==> config.mk <==
export PLATFORM = sky130hd
export DESIGN_NAME = full_match_stream_reader
export DESIGN_NICKNAME = d
export VERILOG_FILES = /design/src/rtl/full_match_stream_reader.sv
export SDC_FILE = /design/constraint.sdc
export NUM_CORES = 1
export LEC_CHECK = 0
export BUFFER_PORTS_ARGS = -buffer_cell sky130_fd_sc_hd__buf_2
export CAP_MARGIN = 20
export CORE_ASPECT_RATIO = 0.6
export CORE_MARGIN = 3
export CORE_UTILIZATION = 45
export CTS_CLUSTER_DIAMETER = 100
export DETAILED_ROUTE_END_ITERATION = 12
export HOLD_SLACK_MARGIN = 0.06
export PLACE_DENSITY = 0.67
export RECOVER_POWER = 25
export SETUP_SLACK_MARGIN = 0.05
export SLEW_MARGIN = 20
export SYNTH_ARGS = -nofsm -noshare
export SYNTH_HDL_FRONTEND = slang
export SYNTH_SLANG_ARGS = --single-unit
==> constraint.sdc <==
create_clock -name clk -period 4.4 [get_ports clk]
set_clock_uncertainty 0.2 [all_clocks]
set_input_delay 0.88 -clock clk [delete_from_list [all_inputs] [get_ports clk]]
set_output_delay 0.88 -clock clk [all_outputs]
set_load 0.005 [all_outputs]
==> src/rtl/full_match_stream_reader.sv <==
// full_match_stream_reader
// Streams the entries of one bx page of a FullMatch memory out on a
// valid/ready interface, in address order 0..N-1. BRAM read latency is
// absorbed by a skid FIFO of depth RAM_LAT+2; the read-issue gate keeps
// (issued - accepted) within that depth so the FIFO never overflows.
// Optional feature macro: FM_READER_PROFILE_EN adds the stall_cycles counter.
//
// Handshake: a beat transfers on a rising clk edge where m_valid && m_ready.
// While m_valid is high and m_ready is low, m_valid/m_data/m_last hold.
module full_match_stream_reader #(
  parameter int DATA_W  = 45,
  parameter int ADDR_W  = 8,
  parameter int RAM_LAT = 1
) (
  input  logic              clk,
  input  logic              reset,
  input  logic              start,
  input  logic [2:0]        bx_in,
  output logic              busy,
  output logic              done,
  output logic [2:0]        bx_out,
  output logic              fm_dataarray_data_V_enb,
  output logic [ADDR_W-1:0] fm_dataarray_data_V_readaddr,
  input  logic [DATA_W-1:0] fm_dataarray_data_V_dout,
  input  logic [7:0]        fm_nentries_0_V_dout,
  input  logic [7:0]        fm_nentries_1_V_dout,
  output logic [DATA_W-1:0] m_data,
  output logic              m_valid,
  input  logic              m_ready,
  output logic              m_last
`ifdef FM_READER_PROFILE_EN
  ,
  output logic [15:0]       stall_cycles
`endif
);

  localparam int         FD    = RAM_LAT + 2;
  localparam logic [7:0] FD8   = 8'(FD);
  localparam logic [7:0] MAX_N = 8'd128;

  typedef enum logic [1:0] {S_IDLE, S_READ, S_FIN} state_t;

  state_t             state;
  logic               page;
  logic [2:0]         bx_lat;
  logic [7:0]         n_lat;
  logic [7:0]         issue_idx;
  logic [7:0]         accept_idx;
  logic [7:0]         outstanding;
  logic [7:0]         n_sel;
  logic [7:0]         n_sat;
  logic [RAM_LAT-1:0] dl;
  logic               push;
  logic               accept;
  logic [DATA_W-1:0]  mem [FD];
  logic [1:0]         wr_ptr;
  logic [1:0]         rd_ptr;
  logic [2:0]         count;

  function automatic logic [1:0] ptr_inc(input logic [1:0] p);
    return (p == 2'(FD - 1)) ? 2'd0 : p + 2'd1;
  endfunction

  // Issue gate, address, FIFO head presentation and handshake decode
  always_comb begin
    n_sel       = bx_in[0] ? fm_nentries_1_V_dout : fm_nentries_0_V_dout;
    n_sat       = (n_sel > MAX_N) ? MAX_N : n_sel;
    outstanding = issue_idx - accept_idx;
    fm_dataarray_data_V_enb      = (state == S_READ) && (issue_idx < n_lat) &&
                                   (outstanding < FD8);
    fm_dataarray_data_V_readaddr = {page, (ADDR_W-1)'(issue_idx)};
    m_valid = (count != 3'd0);
    m_data  = m_valid ? mem[rd_ptr] : '0;
    accept  = m_valid && m_ready;
    m_last  = m_valid && (accept_idx == n_lat - 8'd1);
    push    = dl[RAM_LAT-1];
  end

  // Control FSM: run latching, issue/accept counters, registered busy/done/bx_out
  always_ff @(posedge clk or posedge reset) begin
    if (reset) begin
      state      <= S_IDLE;
      busy       <= 1'b0;
      done       <= 1'b0;
      bx_out     <= 3'd0;
      page       <= 1'b0;
      bx_lat     <= 3'd0;
      n_lat      <= 8'd0;
      issue_idx  <= 8'd0;
      accept_idx <= 8'd0;
    end else begin
      done <= 1'b0;
      case (state)
        S_IDLE: begin
          if (start) begin
            bx_lat     <= bx_in;
            page       <= bx_in[0];
            n_lat      <= n_sat;
            issue_idx  <= 8'd0;
            accept_idx <= 8'd0;
            if (n_sat == 8'd0) begin
              state  <= S_FIN;
              done   <= 1'b1;
              bx_out <= bx_in;
            end else begin
              state <= S_READ;
              busy  <= 1'b1;
            end
          end
        end
        S_READ: begin
          if (fm_dataarray_data_V_enb) issue_idx <= issue_idx + 8'd1;
          if (accept) begin
            accept_idx <= accept_idx + 8'd1;
            if (accept_idx == n_lat - 8'd1) begin
              state  <= S_FIN;
              busy   <= 1'b0;
              done   <= 1'b1;
              bx_out <= bx_lat;
            end
          end
        end
        S_FIN: begin
          state <= S_IDLE;
        end
        default: state <= S_IDLE;
      endcase
    end
  end

  // Enable delay line matching BRAM latency; its tail marks valid read data
  always_ff @(posedge clk or posedge reset) begin
    if (reset) begin
      dl <= '0;
    end else begin
      dl[0] <= fm_dataarray_data_V_enb;
      for (int i = 1; i < RAM_LAT; i++) dl[i] <= dl[i-1];
    end
  end

  // Skid FIFO pointers and occupancy
  always_ff @(posedge clk or posedge reset) begin
    if (reset) begin
      wr_ptr <= 2'd0;
      rd_ptr <= 2'd0;
      count  <= 3'd0;
    end else begin
      if (push)   wr_ptr <= ptr_inc(wr_ptr);
      if (accept) rd_ptr <= ptr_inc(rd_ptr);
      count <= count + {2'b00, push} - {2'b00, accept};
    end
  end

  // Skid FIFO storage; the head is masked to zero while empty
  always_ff @(posedge clk) begin
    if (push) mem[wr_ptr] <= fm_dataarray_data_V_dout;
  end

`ifdef FM_READER_PROFILE_EN
  // Saturating count of stalled valid cycles in the current/last run
  always_ff @(posedge clk or posedge reset) begin
    if (reset) begin
      stall_cycles <= 16'd0;
    end else if (state == S_IDLE && start) begin
      stall_cycles <= 16'd0;
    end else if (state == S_READ && m_valid && !m_ready &&
                 stall_cycles != 16'hFFFF) begin
      stall_cycles <= stall_cycles + 16'd1;
    end
  end
`endif

endmodule

Word-level counts from Yosys, hierarchy flattened
Memory sizes are Yosys's and may differ from the RTL's.
Index checks and enable logic that the tools add are counted.
W data, S select, Z words.
- bits in writable memories: 135
- ROM bits: 0
- word-level logic and storage cells: 81
- memories kept: 1
- latch bits: 0
- flip-flop bits (word level): 43
- bits of input ports: 68
- memories (memory ; words ; width ; read ports ; clocked after Yosys merged registers in ; wr ports ; RTL line ; text):
    mem ; 3 ; 45 ; 1 ; 0 ; 1 ; 55 ; logic [DATA_W-1:0] mem [FD];
- equality and inequality tests: 10
- muxes and demuxes: 32
- $add $sub $neg: 8
- multiply operators: 0
- reduce and logical (&&, ||, !) cells: 14
- divide/modulo/power cells: 0
- shift-type cells: 0
- bitwise logic cells: 0
- order comparisons: 3
- operators by type and width (operator ; count):
    $mux W45 ; 1
    $mux W8 ; 5
    $pmux W8 S2 ; 2
    $add A8 B1 Y8 const B ; 2
    $mux W2 ; 6
    $mux W3 ; 4
    $mux W1 ; 10
    $ne A2 B2 Y1 const B ; 5
    $reduce_and A5 Y1 ; 2
    $reduce_and A3 Y1 ; 3
    $eq A8 B8 Y1 ; 1
    $gt A8 B8 Y1 const B ; 1
    $logic_not A8 Y1 ; 1
    $lt A8 B2 Y1 const B ; 1
    $lt A8 B8 Y1 ; 1
    $sub A8 B1 Y8 const B ; 1
    $sub A8 B8 Y8 ; 1
    $pmux W3 S2 ; 1
    $add A2 B1 Y2 const B ; 2
    $eq A2 B2 Y1 const B ; 2
    $logic_and A1 B1 Y1 ; 4
    $pmux W1 S2 ; 2
    $pmux W2 S2 ; 1
    $add A3 B1 Y3 ; 1
    7 further kinds ; 7

Depth between registers and ports, before layout
Gate-level depths: netlist (run 1).
- word-level depth: 7
- gate-level depth with buffers: 12

Least setup slack after synthesis (run 1)
No wires, ideal clock.
- path kind: reg-to-reg
- start: register dl
- end: memory mem[2][0], enable pin
- period minus slack after synthesis: 4.450 ns
- arrival time: 3.738 ns
- stages on the path, launching flop included: 3
- path slack: -0.050 ns
- cells stage by stage: dfrtp_1 -> inv_1 -> nor3b_1
- word-level cells in the longest chain between the ends: 2
- ends and longest elaborated chain (item ; RTL line ; text):
    start, declared ; 52 ; logic [RAM_LAT-1:0] dl;
    $mux W1 ; 156 ; if (push) mem[wr_ptr] <= fm_dataarray_data_V_dout;
    $mux W1 (not written as such) ; 156 ;
    end, declared ; 55 ;
Every way passes these cells.

Worst setup path in the final report (run 1)
- start: register accept_idx[0]
- end: output fm_dataarray_data_V_enb
- word-level cells in the longest chain between the ends: 3
- ends and longest elaborated chain (item ; RTL line ; text):
    start, declared ; 48 ; logic [7:0] accept_idx;
    start signal, assigned ; 114 ; accept_idx <= accept_idx + 8'd1;
    $sub A8 B8 Y8 ; 68 ; outstanding = issue_idx - accept_idx;
    $lt A8 B2 Y1 ; 70 ; (outstanding < FD8);
    $logic_and A1 B1 Y1 ; 69 ; fm_dataarray_data_V_enb = (state == S_READ) && (issue_idx < n_lat) &&
    end, declared ; 22 ; output logic fm_dataarray_data_V_enb,
Every way passes these cells.

==> results.sh, run 1 <==
export IMPL_synth_cells_most_frequent="edfxtp_1, nor2_1, a21oi_1"
export IMPL_ys_warn_count=0
export IMPL_hold_path_depth=2
export IMPL_worst_ir_drop_vdd_v=0.000328
export IMPL_tritoncts="done"
export IMPL_grt_busiest_layer="met1"
export IMPL_edff_count_synth=135
export IMPL_switchingPower_uw=2340
export IMPL_wire_per_inst_um=17.4
export IMPL_ys_dominant_reg_cell="edfxtp_1"
export IMPL_worstRegToRegCells=10
export IMPL_synth_cells=649
export IMPL_max_clock_freq_mhz=247
export IMPL_layout_drive_gt1_share=0.189
export IMPL_tritoncts_buffers=17
export IMPL_tightest_slew_ns=0.758
export IMPL_worst_path_max_fanout=13
export IMPL_grt_setup_unrepaired="no"
export IMPL_slew_limit_headroom=0.488
export IMPL_num_antenna_cells=0
export IMPL_critPathArrivalTime_ns=2.97
export IMPL_worstSetupPathType="reg -> out"
export IMPL_route_final_wire_length_um=17700
export IMPL_final_hold_violation_count=0
export IMPL_seqPwrFrac=0.363
export IMPL_num_rows=37
export IMPL_grt_total_ovfl=0
export IMPL_switching_share=0.381
export IMPL_ctsRootBufferMaster="clkbuf_16"
export IMPL_syn2layout_area_growth_pct=18.3
export IMPL_place_port_buffers=128
export IMPL_synthDominantCellAreaShare=0.507
export IMPL_post_route_util=0.548
export IMPL_tritoncts_num_sinks=177
export IMPL_route_antenna_remaining_nets=0
export IMPL_io_pins=129
export IMPL_floorplan_die_height_um=109
export IMPL_hold_path_class="reg -> reg"
export IMPL_yosys_register_bits=177
export IMPL_clkTransAtPathRegs_ns=0.07
export IMPL_cellPowerDensity_nw_per_um2=648
export IMPL_async_reset_ff_frac=0.237
export IMPL_cts_hold_buf=0
export IMPL_final_setup_tns_ns=0
export IMPL_timing_final_crit_share=0.921
export IMPL_initial_standard_cell_utilization_of_the_core=0.463
export IMPL_finalCriticalPeriod_ns=4.05
export IMPL_cts_resized=0
export IMPL_timing_max_cap_violations=0
export IMPL_synthesis_area_um2=8000
export IMPL_post_cts_setup_buffer_count=0
export IMPL_floorplan_die_area_um2=19500
export IMPL_grt_antenna_before_repair=1
export IMPL_synthesis_area_per_instance_um2=12.3
export IMPL_yosys_area_top_type="edfxtp_1"
export IMPL_grt_use_met1=0.283
export IMPL_grt_first_pass_wirelength_um=27500
export IMPL_synthesis_nets=739
export IMPL_via_count=5409
export IMPL_nNetsFinal=859
export IMPL_final_cell_area_um2=9470
export IMPL_globalRouteMet2Util=0.266
export IMPL_crit_required_ns=3.32
export IMPL_power_frac_clock=0.260
export IMPL_grt_max_degree=52
export IMPL_placedInstanceArea_um2=8870
export IMPL_cts_htree_levels=4
export IMPL_pwr_share_comb=0.377
export IMPL_finalWeightedCongestion=0.899
export IMPL_yosysMostFrequentCell="edfxtp_1"
export IMPL_groute_layer_met3_usage=0.0452
export IMPL_dr_pass1_iters=5
export IMPL_finalMaxSlewViolations=0
export IMPL_viasPerCell=5.32
export IMPL_synth_area_leaders="edfxtp_1, dfrtp_1, mux2i_1"
export IMPL_chipWidth_um=178
export IMPL_internal_power_uw=3800
export IMPL_final_setup_viol_count=0
export IMPL_hpwl_um=12000
export IMPL_number_of_global_route_vias_before_repair=5156
export IMPL_drt_drc_violations_left=0
export IMPL_detailedRoute_firstIterationViolations=397
export IMPL_area_of_the_core_um2=17300
export IMPL_synthDistinctLibCells=50
export IMPL_global_route_usage_total=0.186
export IMPL_outcome="finished, final reports clean"
export IMPL_clock_insertion_delay_worst_skew_ns=0.42
export IMPL_cts_buffer_depth=2
export IMPL_leak_pwr_uw=0.00385
export IMPL_synth_seq_area_share=0.638
export IMPL_critical_path_endpoint_type="output port"
export IMPL_critPathLaunchType="flop"
==> per-stage QoR <==
step	worst slack [ns]	hold slack (ns)	total power (µW)	cells
after floorplan	0.115	0.239	3790	649
after global placement	0.910	0.261	4490	984
after detailed placement	0.823	0.263	4560	984
after CTS	0.371	0.281	6160	1016
after global routing	0.184	0.302	6540	1016
final	0.348	0.277	6130	1016
==> layer usage <==
layer  part of all wire  vias to the layer above
met5            0.00051                        -
met4             0.0094                        2
met3              0.064                       21
met2               0.43                      155
met1               0.50                     2660
li1                   -                     2571
==> registers in the layout (all words and copies together) (netlist names) <==
| register | flops |
|---|---|
| bx_out | 3 |
| mem | 135 |
| state | 2 |
| done | 1 |
| wr_ptr | 2 |
| issue_idx | 8 |
| n_lat | 8 |
| busy | 1 |
| count | 3 |
| bx_lat | 3 |
| rd_ptr | 2 |
| accept_idx | 8 |
| dl | 1 |
==> cell type report <==
cell class	instances	area [µm²]
Clock inverter	15	220
Inverter	32	120
Timing Repair Buffer	137	673
Sequential cell	177	5110
Fill cell	1458	7800
Tap cell	234	293
Multi-Input combinational cell	404	2630
Clock buffer	17	425
==> power groups by stage <==
stage / clock network, µW / logic, µW / registers, µW
detailed placement: 0 / 2300 / 2260
global placement: 0 / 2240 / 2250
global route: 1700 / 2590 / 2260
CTS: 1620 / 2320 / 2230
finish: 1590 / 2310 / 2230
floorplan: 0 / 1660 / 2130
==> critical path: stages (launching register included) <==
cell and delay, ns:
dfrtp_1 0.52, ha_1 0.21, inv_1 0.05, fa_1 0.39, a21o_1 0.19, a21oi_2 0.15
mux2i_1 0.12, a2111oi_4 0.39, nand3b_2 0.28, inv_1 0.13, buf_2 0.12
==> logic make-up after synthesis <==
family | after synthesis | synth area share
AOI/OAI and AO/OA | 105 | 0.0785
xor gates and xnor gates | 25 | 0.0274
adders and majority gates | 22 | 0.0363
buffers and inverters | 68 | 0.0371
DFF | 177 | 0.638
muxes | 56 | 0.0705
and+or+nand+nor | 196 | 0.112
==> path summary, 6_finish.rpt <==
path	slack, ns	start	endpoint
worst max-delay path	0.35	accept_idx[0]	fm_dataarray_data_V_enb
worst min-delay path	0.28	bx_lat[1]	bx_lat[1]
worst max register to register	1.26	accept_idx[0]	issue_idx[7]
worst min register to register	0.28	bx_lat[1]	bx_lat[1]
max in group asynchronous	3.17	reset	rd_ptr[1]
min in group asynchronous	0.40	reset	done
==> cells in the final DEF (no fill, tap or decap), types with 2 or more instances in the layout <==
cell type	synthesis	routed
clkbuf_1	17	38
a21o_1	6	6
or3_1	3	3
nor2_1	116	115
mux2_2	3	3
nand3_1	8	8
and3_1	2	2
buf_4	8	8
nand2b_1	6	6
o21ai_0	15	15
mux2i_1	53	53
nor4_1	6	6
inv_12	0	2
clkinv_8	0	6
nand2_1	30	30
nand4_1	7	7
dfrtp_1	42	40
edfxtp_1	135	135
fa_1	2	2
buf_2	3	90
xor2_1	8	8
nor4_4	2	2
a21boi_0	2	2
a21oi_1	60	60
inv_8	0	3
nor3_2	0	2
clkbuf_16	0	17
inv_6	0	3
dfrtp_2	0	2
o22a_1	5	5
ha_1	20	20
xnor2_1	17	17
o22ai_1	5	5
inv_1	32	32
nor3_1	7	5
a41oi_1	2	2
(Power assumes the default switching activity.)
==> inputs of run 2 (changes only) <==
Settings changed: CTS_CLUSTER_DIAMETER 100 to not set, SLEW_MARGIN 20 to not set.
Clock period 4.4 ns to 3.35 ns, I/O delays scaled along.
==> results.sh, run 2 (synthesis results as in run 1) <==
export IMPL_floorplan_die_height_um=109
export IMPL_critical_path_endpoint_type="output port"
export IMPL_critPathLaunchType="flop"
export IMPL_multi_input_logic_area_um2=2680
export IMPL_crit_required_ns=2.48
export IMPL_number_of_global_route_vias_before_repair=5490
export IMPL_worst_r2r_endpoint="issue_idx[7]"
export IMPL_timing_final_crit_share=1.03
export IMPL_dr_pass1_iters=6
export IMPL_detailedRoute_firstIterationViolations=371
export IMPL_setup_ws_ns=-0.0896
export IMPL_rr_startpoint="issue_idx[0]"
export IMPL_num_rows=37
export IMPL_route_final_wire_length_um=18300
export IMPL_chipWidth_um=178
export IMPL_syn2layout_area_growth_pct=19.8
export IMPL_final_hold_violation_count=0
export IMPL_drt_drc_violations_left=0
export IMPL_tritoncts="done"
export IMPL_global_route_usage_total=0.195
export IMPL_layout_commonest_cell="edfxtp_1"
export IMPL_nFillCells=1423
export IMPL_hpwl_um=12000
export IMPL_wire_per_inst_um=17.8
export IMPL_cts_buffer_depth=2
export IMPL_tritoncts_buffers=17
export IMPL_cellPowerDensity_nw_per_um2=847
export IMPL_viasPerCell=5.28
export IMPL_ff_latch_area_um2=5110
export IMPL_place_port_buffers=128
export IMPL_via_count=5422
export IMPL_grt_antenna_before_repair=0
export IMPL_num_antenna_cells=0
export IMPL_finalNonFillerCells=1027
export IMPL_outcome="finished, violations left"
export IMPL_nNetsFinal=870
export IMPL_fin_worst_hold_slack_ns=0.174
export IMPL_grt_setup_unrepaired="yes"
export IMPL_grt_total_ovfl=0
export IMPL_finalCriticalPeriod_ns=3.44
export IMPL_violations_in_the_final_reports="setup timing"
export IMPL_io_pins=129
export IMPL_worst_path_max_fanout=2
export IMPL_cts_htree_levels=4
export IMPL_final_setup_viol_count=1
export IMPL_worstSetupPathType="reg -> out"
export IMPL_ctsRootBufferMaster="clkbuf_16"
export IMPL_worstRegToRegCells=12
export IMPL_final_cell_area_um2=9590
export IMPL_area_of_the_core_um2=17300
export IMPL_final_setup_tns_ns=-0.0896
export IMPL_finalWeightedCongestion=0.946
export IMPL_grt_first_pass_wirelength_um=28700
export IMPL_cts_hold_buf=0
export IMPL_max_clock_freq_mhz=291
export IMPL_slew_limit_headroom=0.464
export IMPL_tightest_slew_ns=0.803
export IMPL_most_common_layout_cells="edfxtp_1, nor2_1, buf_2"
export IMPL_floorplan_die_area_um2=19500
export IMPL_clkTransAtPathRegs_ns=0.07
export IMPL_grt_max_degree=47
export IMPL_timing_max_cap_violations=0
export IMPL_layout_drive_gt1_share=0.218
export IMPL_leak_pwr_uw=0.00389
export IMPL_critPathArrivalTime_ns=2.57
export IMPL_initial_standard_cell_utilization_of_the_core=0.463
export IMPL_largest_reg_flops=135
export IMPL_place_detailed_instances=988
export IMPL_dpl_worst_slack_ns=0.162
export IMPL_clock_insertion_delay_worst_skew_ns=0.42
export IMPL_max_flop_register="mem"
export IMPL_worst_ir_drop_vdd_v=0.000302
export IMPL_tritoncts_num_sinks=177
export IMPL_finalMaxSlewViolations=0
export IMPL_worst_r2r_setup_slack_ns=0.40
export IMPL_placedInstanceArea_um2=8930
export IMPL_hold_path_class="in -> async"
export IMPL_route_antenna_remaining_nets=0
-- run 2: cell types whose count changed in the layout (fill, tap and decap cells not counted), sizes merged --
cell,change
buf,+12
clkbuf,-1
bufinv,-1
clkinv,+1
clkinvlp,+1
inv,-1
-- run 2: metal layers --
layer  track usage  vias to the layer above  part of all wire
met4        0.0633                        0             0.012
met5             0                        -                 0
met3        0.0567                       22             0.075
met1         0.276                     2651              0.47
met2         0.290                      168              0.44
li1              -                     2581                 -
-- run 2: how the worst max path moves through the flow --
stage          depth (start not counted)         start                       to
2_1_floorplan                         11  issue_idx[0]  fm_dataarray_data_V_enb
4_1_cts                               11  issue_idx[0]  fm_dataarray_data_V_enb
5_1_grt                               11  issue_idx[0]  fm_dataarray_data_V_enb
6_report                              11  issue_idx[0]  fm_dataarray_data_V_enb
3_5_place_dp                          11  issue_idx[0]  fm_dataarray_data_V_enb
3_3_place_gp                          11  issue_idx[0]  fm_dataarray_data_V_enb
-- run 2: repair_timing --
| item | 4_1_cts | 5_1_grt |
|---|---|---|
| setup endpoints to repair | 2 | 2 |
| gates resized for setup | 9 | 8 |
| pin swaps | 5 | 5 |
| buffers inserted | 5 | 2 |
-- run 2: per-stage QoR --
| stage | util | total power [µW] |
|---|---|---|
| floorplan | - | 4980 |
| global placement | 0.517 | 5950 |
| detailed placement | 0.517 | 6050 |
| CTS | 0.556 | 8080 |
| global route | 0.555 | 8640 |
| finish | 0.555 | 8120 |
-- run 2: report_power, final --
group          internal [µW]  switching, µW  leakage, µW
registers               2590            326      0.00174
logic                   1400           1870      0.00186
clock network           1000            939     0.000286
total                   4990           3130      0.00389
-- run 2: worst max-delay path: stages (launching register included) --
cell and delay, ns:
dfrtp_2 0.42, inv_2 0.08, ha_4 0.12, inv_2 0.03, fa_2 0.34, a21o_1 0.20, a21oi_2 0.16, mux2i_2 0.10
a2111oi_4 0.41, nand3b_4 0.12, inv_2 0.08, buf_6 0.09
-- run 2: final cells by class --
type	instances	share of cell area
clock buffers	17	0.0444
flip-flops and latches	177	0.533
inverters	32	0.0125
well taps	234	0.0305
multi-input cells	404	0.279
repair buffers	148	0.0822
clock inverters	15	0.0177
==> inputs of run 3 (changes only) <==
Clock period 3.35 ns to 2.8 ns, I/O delays scaled along.
==> results.sh, run 3 (synthesis results as in run 1) <==
export IMPL_setup_ws_ns=-0.521
export IMPL_route_final_wire_length_um=18700
export IMPL_slew_limit_headroom=0.551
export IMPL_tightest_slew_ns=0.673
export IMPL_route_antenna_remaining_nets=0
export IMPL_clock_insertion_delay_worst_skew_ns=0.41
export IMPL_detailedRoute_firstIterationViolations=405
export IMPL_largest_reg_flops=135
export IMPL_worstSetupPathType="reg -> out"
export IMPL_final_hold_violation_count=0
export IMPL_initial_standard_cell_utilization_of_the_core=0.463
export IMPL_internal_power_uw=6280
export IMPL_number_of_global_route_vias_before_repair=5544
export IMPL_wire_per_inst_um=17.7
export IMPL_max_clock_freq_mhz=301
export IMPL_cellPowerDensity_nw_per_um2=1020
export IMPL_most_common_layout_cells="edfxtp_1, nor2_1, buf_2"
export IMPL_power_total_uw=10100
export IMPL_wl_met2_um=8450
export IMPL_dpl_worst_slack_ns=-0.246
export IMPL_worst_r2r_endpoint="issue_idx[4]"
export IMPL_setup_worst_path_start="issue_idx[0]"
export IMPL_critPathLaunchType="flop"
export IMPL_num_antenna_cells=0
export IMPL_floorplan_die_height_um=109
export IMPL_finalCriticalPeriod_ns=3.32
export IMPL_hold_path_class="in -> async"
export IMPL_top_signal_layer_used="met5"
export IMPL_cts_buffer_depth=2
export IMPL_cts_htree_levels=4
export IMPL_rr_startpoint="issue_idx[0]"
export IMPL_viasPerCell=5.24
export IMPL_timing_final_crit_share=1.19
export IMPL_grt_total_ovfl=0
export IMPL_seqPwrFrac=0.329
export IMPL_tritoncts_buffers=17
export IMPL_timing_max_cap_violations=0
export IMPL_hpwl_um=12800
export IMPL_dr_pass1_iters=4
export IMPL_via_count=5532
export IMPL_syn2layout_area_growth_pct=23.5
export IMPL_worst_r2r_setup_slack_ns=-0.34
export IMPL_tritoncts="done"
export IMPL_floorplan_die_area_um2=19500
export IMPL_chipWidth_um=178
export IMPL_power_frac_clock=0.243
export IMPL_pwr_share_comb=0.428
export IMPL_violations_in_the_final_reports="setup timing"
export IMPL_worst_ir_drop_vdd_v=0.000363
export IMPL_crit_required_ns=2.04
export IMPL_global_route_usage_total=0.196
export IMPL_area_of_the_core_um2=17300
export IMPL_max_flop_register="mem"
export IMPL_io_pins=129
export IMPL_final_cell_area_um2=9880
export IMPL_nNetsFinal=898
export IMPL_tritoncts_num_sinks=177
export IMPL_place_port_buffers=128
export IMPL_nFillCells=1399
export IMPL_finalMaxSlewViolations=0
export IMPL_grt_first_pass_wirelength_um=29200
export IMPL_worstRegToRegCells=14
export IMPL_drt_drc_violations_left=0
export IMPL_clkTransAtPathRegs_ns=0.07
export IMPL_switchingPower_uw=3810
export IMPL_final_setup_viol_count=9
export IMPL_critical_path_endpoint_type="output port"
export IMPL_worst_path_max_fanout=2
export IMPL_layout_commonest_cell="edfxtp_1"
export IMPL_grt_antenna_before_repair=1
export IMPL_cts_hold_buf=0
export IMPL_num_rows=37
export IMPL_grt_setup_unrepaired="yes"
export IMPL_finalWeightedCongestion=0.894
export IMPL_wl_met3_um=1250
export IMPL_grt_max_degree=51
export IMPL_ctsRootBufferMaster="clkbuf_16"
export IMPL_critPathArrivalTime_ns=2.56
export IMPL_layout_drive_gt1_share=0.245
export IMPL_leak_pwr_uw=0.00407
export IMPL_switching_share=0.377
export IMPL_placedInstanceArea_um2=9150
export IMPL_outcome="finished, violations left"
export IMPL_routedLengthMet1_um=8880
run 3: changes by cell type in the layout (fill, tap and decap cells not counted), sizes merged:
cell	previous run	this run
clkbuf	54	57
clkinvlp	1	0
buf	111	136
bufinv	0	1
run 3: metal layers:
layer / GRT usage / up-vias
li1: - / 2646
met1: 0.285 / 2698
met2: 0.305 / 176
met3: 0.0449 / 10
met4: 0.0414 / 2
met5: 0 / -
run 3: power by group through the flow:
stage	Sequential [µW]	Clock [µW]	Combinational [µW]
floorplan	3350	0	2640
global placement	3340	0	4120
detailed placement	3360	0	4190
CTS	3310	2500	4270
global route	3350	2620	4790
finish	3320	2450	4320
run 3: area by class of cell:
| cell class | instances | area, µm² | area share |
|---|---|---|---|
| tap | 234 | 293 | 0.0296 |
| multi-input combinational | 404 | 2720 | 0.276 |
| timing repair buffer | 176 | 1010 | 0.102 |
| clock buffer | 17 | 425 | 0.0431 |
| inverter | 32 | 120 | 0.0122 |
| sequential | 177 | 5110 | 0.517 |
| clock inverter | 15 | 203 | 0.0205 |
run 3: per-stage QoR:
step | hold slack (ns) | TNS [ns] | util | cells
6_report | 0.0992 | -2.14 | 0.572 | 1055
5_1_grt | 0.127 | -3.23 | 0.572 | 1055
4_1_cts | 0.102 | -1.32 | 0.572 | 1053
3_5_place_dp | 0.271 | -0.918 | 0.530 | 1017
3_3_place_gp | 0.260 | -0.390 | 0.530 | 1017
2_1_floorplan | 0.239 | -0.0721 | - | 649
run 3: worst max-delay path by stage:
stage / endpoint / cells past startpoint
finish: fm_dataarray_data_V_enb / 11
global route: fm_dataarray_data_V_enb / 11
CTS: fm_dataarray_data_V_enb / 11
detailed placement: issue_idx[4] / 12
global placement: fm_dataarray_data_V_enb / 11
floorplan: fm_dataarray_data_V_enb / 11
run 3: timing repair:
item	4_1_cts	5_1_grt
buffers inserted	4	2
endpoints found under the setup margin	9	52
pin swaps	10	2
endpoints found under the hold margin	0	0
gates resized for setup	20	8
run 3: worst max-delay path, stage by stage, from the launching register on:
cell and delay, ns:
dfrtp_1 0.40, inv_2 0.10, ha_4 0.13, inv_2 0.03, fa_2 0.34, a21o_1 0.18
a21oi_2 0.14, mux2i_2 0.10, a2111oi_4 0.42, nand3b_4 0.13, inv_2 0.08, buf_6 0.09
